[config.mk]
export PLATFORM = sky130hd
export DESIGN_NAME = nbitrestore
export DESIGN_NICKNAME = d
export VERILOG_FILES = /design/src/rtl/restore_pkg.sv /design/src/rtl/nbitrestore_fulladdsub.sv /design/src/rtl/nbitrestore.sv
export SDC_FILE = /design/constraint.sdc
export NUM_CORES = 1
export LEC_CHECK = 0
export BUFFER_PORTS_ARGS = -buffer_cell sky130_fd_sc_hd__buf_2
export CAP_MARGIN = 20
export CORE_ASPECT_RATIO = 0.6
export CORE_MARGIN = 5
export CORE_UTILIZATION = 48
export CTS_CLUSTER_SIZE = 28
export DETAILED_ROUTE_END_ITERATION = 6
export MAX_ROUTING_LAYER = met4
export PLACE_DENSITY = 0.84
export SKIP_CTS_REPAIR_TIMING = 1
export SYNTH_ARGS = -nofsm -noshare
export SYNTH_HDL_FRONTEND = slang
export SYNTH_SLANG_ARGS = --single-unit
export TNS_END_PERCENT = 20
[constraint.sdc]
create_clock -name clk -period 1.3 [get_ports clk]
set_clock_uncertainty 0.05 [all_clocks]
set_input_delay 0.065 -clock clk [delete_from_list [all_inputs] [get_ports clk]]
set_output_delay 0.065 -clock clk [all_outputs]
set_load 0.02 [all_outputs]
[src/rtl/restore_pkg.sv]
// Shared types for the bit-serial restore datapath.
// No logic of its own; state encoding only.
// No flow control.
package restore_pkg;

    typedef enum logic [1:0] {
        IDLE = 2'd0,
        RUN  = 2'd1,
        DONE = 2'd2
    } state_t;

endpackage

[src/rtl/nbitrestore_fulladdsub.sv]
// 1-bit full adder / full subtractor cell (sub=1 computes a - b - cin).
// Purely combinational, zero latency.
// No flow control.
module fulladdsub (
    input  logic a,
    input  logic b,
    input  logic cin,
    input  logic sub,
    output logic s,
    output logic cout
);

    // Inverting the minuend turns the carry equation into the borrow
    // equation: borrow = (~a & b) | (~(a ^ b) & bin).
    logic w_ax;

    // Sum/difference bit and carry/borrow out
    always_comb begin
        w_ax = a ^ sub;
        s    = a ^ b ^ cin;
        cout = (w_ax & b) | (cin & (w_ax ^ b));
    end

endmodule

[src/rtl/nbitrestore.sv]
// Reconstructs a = b + y (bout=0) or a = b - y (bout=1), one bit per clock, LSB first.
// Latency: start accepted at edge k, done pulses after edge k+n; one result per n+2 cycles.
// No backpressure: start is sampled only in IDLE and dropped otherwise (no queuing).
module nbitrestore
    import restore_pkg::*;
#(
    parameter int n = 4
) (
    input  logic         clk,
    input  logic         rst,
    input  logic         start,
    input  logic [n-1:0] b,
    input  logic [n-1:0] y,
    input  logic         bout,
    output logic         busy,
    output logic         done,
    output logic [n-1:0] a,
    output logic         err
);

    // Index must reach n-1 without wrapping; $clog2(n+1) covers n=1 too.
    localparam int IDX_W = $clog2(n + 1);
    localparam logic [IDX_W-1:0] IDX_LAST = IDX_W'(n - 1);
    localparam logic [IDX_W-1:0] IDX_ONE  = IDX_W'(1);

    state_t           r_state;
    logic [IDX_W-1:0] r_idx;
    logic [n-1:0]     r_b;
    logic [n-1:0]     r_y;
    logic             r_sub;
    logic             r_c;
    logic [n-1:0]     r_acc;
    logic [n-1:0]     r_a;
    logic             r_err;

    logic             w_s;
    logic             w_cout;
    logic [n-1:0]     w_acc_nxt;

    // Single arithmetic cell, fed from the LSB of the captured shift registers
    fulladdsub u_cell (
        .a    (r_b[0]),
        .b    (r_y[0]),
        .cin  (r_c),
        .sub  (r_sub),
        .s    (w_s),
        .cout (w_cout)
    );

    // Result bit enters the accumulator from the MSB side; after n shifts
    // bit 0 of the result lands in position 0. Written this way so n=1 works.
    always_comb begin
        w_acc_nxt        = r_acc >> 1;
        w_acc_nxt[n-1]   = w_s;
    end

    // FSM, operand capture, serial loop and result hold registers
    always_ff @(posedge clk or posedge rst) begin
        if (rst) begin
            r_state <= IDLE;
            r_idx   <= '0;
            r_b     <= '0;
            r_y     <= '0;
            r_sub   <= 1'b0;
            r_c     <= 1'b0;
            r_acc   <= '0;
            r_a     <= '0;
            r_err   <= 1'b0;
        end else begin
            case (r_state)
                IDLE: begin
                    if (start) begin
                        r_b     <= b;
                        r_y     <= y;
                        r_sub   <= bout;
                        r_c     <= 1'b0;
                        r_idx   <= '0;
                        r_state <= RUN;
                    end
                end
                RUN: begin
                    r_b   <= r_b >> 1;
                    r_y   <= r_y >> 1;
                    r_c   <= w_cout;
                    r_acc <= w_acc_nxt;
                    r_idx <= r_idx + IDX_ONE;
                    // Visible result only updates here, so a/err stay stable
                    // while the next conversion is running.
                    if (r_idx == IDX_LAST) begin
                        r_a     <= w_acc_nxt;
                        r_err   <= w_cout;
                        r_state <= DONE;
                    end
                end
                DONE: begin
                    r_state <= IDLE;
                end
                default: begin
                    r_state <= IDLE;
                end
            endcase
        end
    end

    // Status decoded straight from state so reset clears them asynchronously
    always_comb begin
        busy = (r_state == RUN);
        done = (r_state == DONE);
        a    = r_a;
        err  = r_err;
    end

endmodule
==> impl_metrics.ini <==
[timing]
final-setup-viol-count = 8
fin_worst_hold_slack_ps = -15.2
minimum_clock_period_ps = 1500
finalSetupTns_ps = -916
finalMaxSlewViolations = 0
rsz0062_at_grt = true
worst_pin_slew_ps = 321
slew_headroom = 0.786
f_max_mhz = 668
hold_viol_final = 1
final_cycle_share = 1.15
fin_ws_ps = -197

[detailed_routing]
finalWirelength_um = 2360
drt_pre_antenna_iters = 4
vias = 856
final_antenna_net_count = 0
post_drt_wl_per_cell_um = 14.8
drcViolationCount = 0
drt_first_iter_violations = 47
detail_route.vias_per_cell = 5.38

[pwr]
combinationalPowerShare = 0.525
cellLeakagePower_nw = 0.686
power-per-cell-area_mw_per_mm2 = 2480
power.internal_mw = 2.07
net-switching-power_mw = 1.33
totalPowerFinal_mw = 3.40
share_seq_of_total_power = 0.380
ir_worst_vdd_mv = 1.10
pwr-share-clk = 0.095
swShare = 0.391

[final_layout]
fraction_of_layout_cells_with_a_size_suffix_above_1 = 0.380
most_frequent_standard_cell_in_the_layout_excluding_fill_and_tap_cells = dfrtp_1
stdcell_count = 159
area_delta_synth_final_pct = 30.9
stdcell_area_mm2 = 0.00137
insertedDiodeCount = 0
mostFrequentLayoutCells = dfrtp_1, buf_2, buf_4, inv_1, nand2_1
final_net_count = 145

[synthesis]
synthesis.area_mm2 = 0.00105
mapped_cells = 94
synth_area_leaders = dfrtp_1, ha_1, nand2_1
ys_seq_elements = 23
synth_warnings = 0
async_flop_share = 1.00
yosys_most_used_dff = dfrtp_1
portion_of_synthesized_cell_area_occupied_by_the_leading_cell_type = 0.550
synth-edff-count = 0
synth_nets = 109
post-synth-top-area-cell = dfrtp_1
post_synth_num_cell_types = 29
synth_area_per_cell_um2 = 11.1
seq_area_frac_synth = 0.550

[critical_path]
timing_worst_setup_path_type = register to register
setup.worst_path.start_class = register
timing.critical_path.slowest_stage_cell = dfrtp_1
crit_chain = ha_2 -> ha_4 -> nand3b_1 -> mux2_4
ff2ff_setup_slack_ps = -200
worst_path_largest_cell_delay_ps = 420
critPathArrivalTime_ps = 1650
critical_path.reg2reg.startpoint = r_idx[0]
data_required_critical_path_ps = 1460
worst-path-max-fanout = 6
worst_r2r_endpoint = a[1]
reg2regPathDepth = 4
critical-path-top-delay-family = flip-flops
worstSetupEndpointType = register
critical_path_buf_inv_count = 0

[floorplanning]
rows = 13
floorplan.die.width_um = 70.3
die_y_um = 46.2
number_of_i_o_pins = 19
fp.dieArea_mm2 = 0.00325
initial_utilization = 0.495
core-area_mm2 = 0.00211

[worst_hold_path]
holdPathStages = 3
holdCritStartpoint = b[3]
hold_path.class = primary input to register
hold_end = r_b[3]

[global_route]
global_route.peak_usage_layer = met2
initial_antenna_violation_count = 0
gr-usage-met3 = 0.0588
first_global_vias = 843
global_route.usage.total = 0.170
grt_first_pass_wirelength_um = 4060
grt.overflow.total = 0
grt_max_degree = 19
gr-usage-met2 = 0.262
grtUsageMet1 = 0.221

[place]
gp_congestion = 0.829
detailed_placer_s_ending_hpwl_um = 1790
numPortBuffers = 18
dpl.cell_count = 152
placement.cell_area_mm2 = 0.00128

[cts]
clk_pin_slew_worst_paths_ps = 120
clock_latency_ps = 310
cts_htree_levels = 1
numCtsBuffers = 3
cts_tree = done
clockRootBuffer = clkbuf_4
clock_sinks = 23
cts_buffer_depth = 2

[run]
max-cap-violations = 0

[outcome]
failed_checks = negative hold slack, negative setup slack
outcome = finished, violations left
[cell type report]
cell class	count	area [µm²]
inverter	10	37.5
multi-input combinational	59	465
tap	30	37.5
timing repair buffer	33	226
fill	165	743
clock inverter	1	5.00
clock buffer	3	22.5
sequential	23	577
[worst max path at each step]
stage                     endpoint      from  cells after the start
after floorplan               a[0]  r_idx[0]                      4
after global placement        a[2]  r_idx[0]                      4
after detailed placement      a[1]  r_idx[0]                      4
after CTS                     a[1]  r_idx[0]                      4
after global routing          a[1]  r_idx[0]                      4
final                         a[1]  r_idx[0]                      4
[power groups by stage]
| stage | combinational, mW | clock (mW) | sequential (mW) |
|---|---|---|---|
| after floorplan | 1.05 | 0 | 1.32 |
| after global placement | 1.59 | 0 | 1.27 |
| after detailed placement | 1.69 | 0 | 1.29 |
| after CTS | 1.70 | 0.339 | 1.28 |
| after global routing | 1.98 | 0.369 | 1.32 |
| final | 1.79 | 0.323 | 1.29 |
[stage by stage]
step	hold slack [ps]	setup slack, ps	util
6_report	-15.2	-197	0.649
5_1_grt	1.18	-226	0.649
4_1_cts	-424	-190	0.618
3_5_place_dp	-72.2	-174	0.605
3_3_place_gp	-80.4	-131	0.605
2_1_floorplan	16.9	-99.6	-
[logic make-up (layout without fill, tap and decap cells)]
family,Yosys count,in the layout,share of synthesized area
buf+inv,12,47,0.0478
flops,23,23,0.550
xor+xnor,3,3,0.0251
simple gates,23,23,0.125
compound gates,26,26,0.170
mux,4,4,0.0466
fa+ha+maj,3,3,0.0358
[cell usage after synthesis, types with 3 or more instances]
master and instances:
a21oi_1 4, a22o_1 3, dfrtp_1 23, ha_1 3, inv_1 9, mux2_2 3
nand2_1 10, o21ai_0 6, o22a_1 3, o22ai_1 4
[tightest hold or removal path, stage by stage]
cell and delay, ps:
buf_2 100, nand3b_1 70, o21ai_0 80
[metal layers]
layer / wire length (µm) / vias up
met5: 0 / -
met4: 20 / 0
met3: 135 / 6
met2: 1090 / 33
met1: 1110 / 415
li1: - / 402
[sequential cells by signal, indices dropped and copies added (netlist names)]
register	count
a	4
r_c	1
err	1
r_state	2
r_b	4
r_y	4
r_idx	3
r_sub	1
r_acc	3
Power figures use the tool's default switching activity.
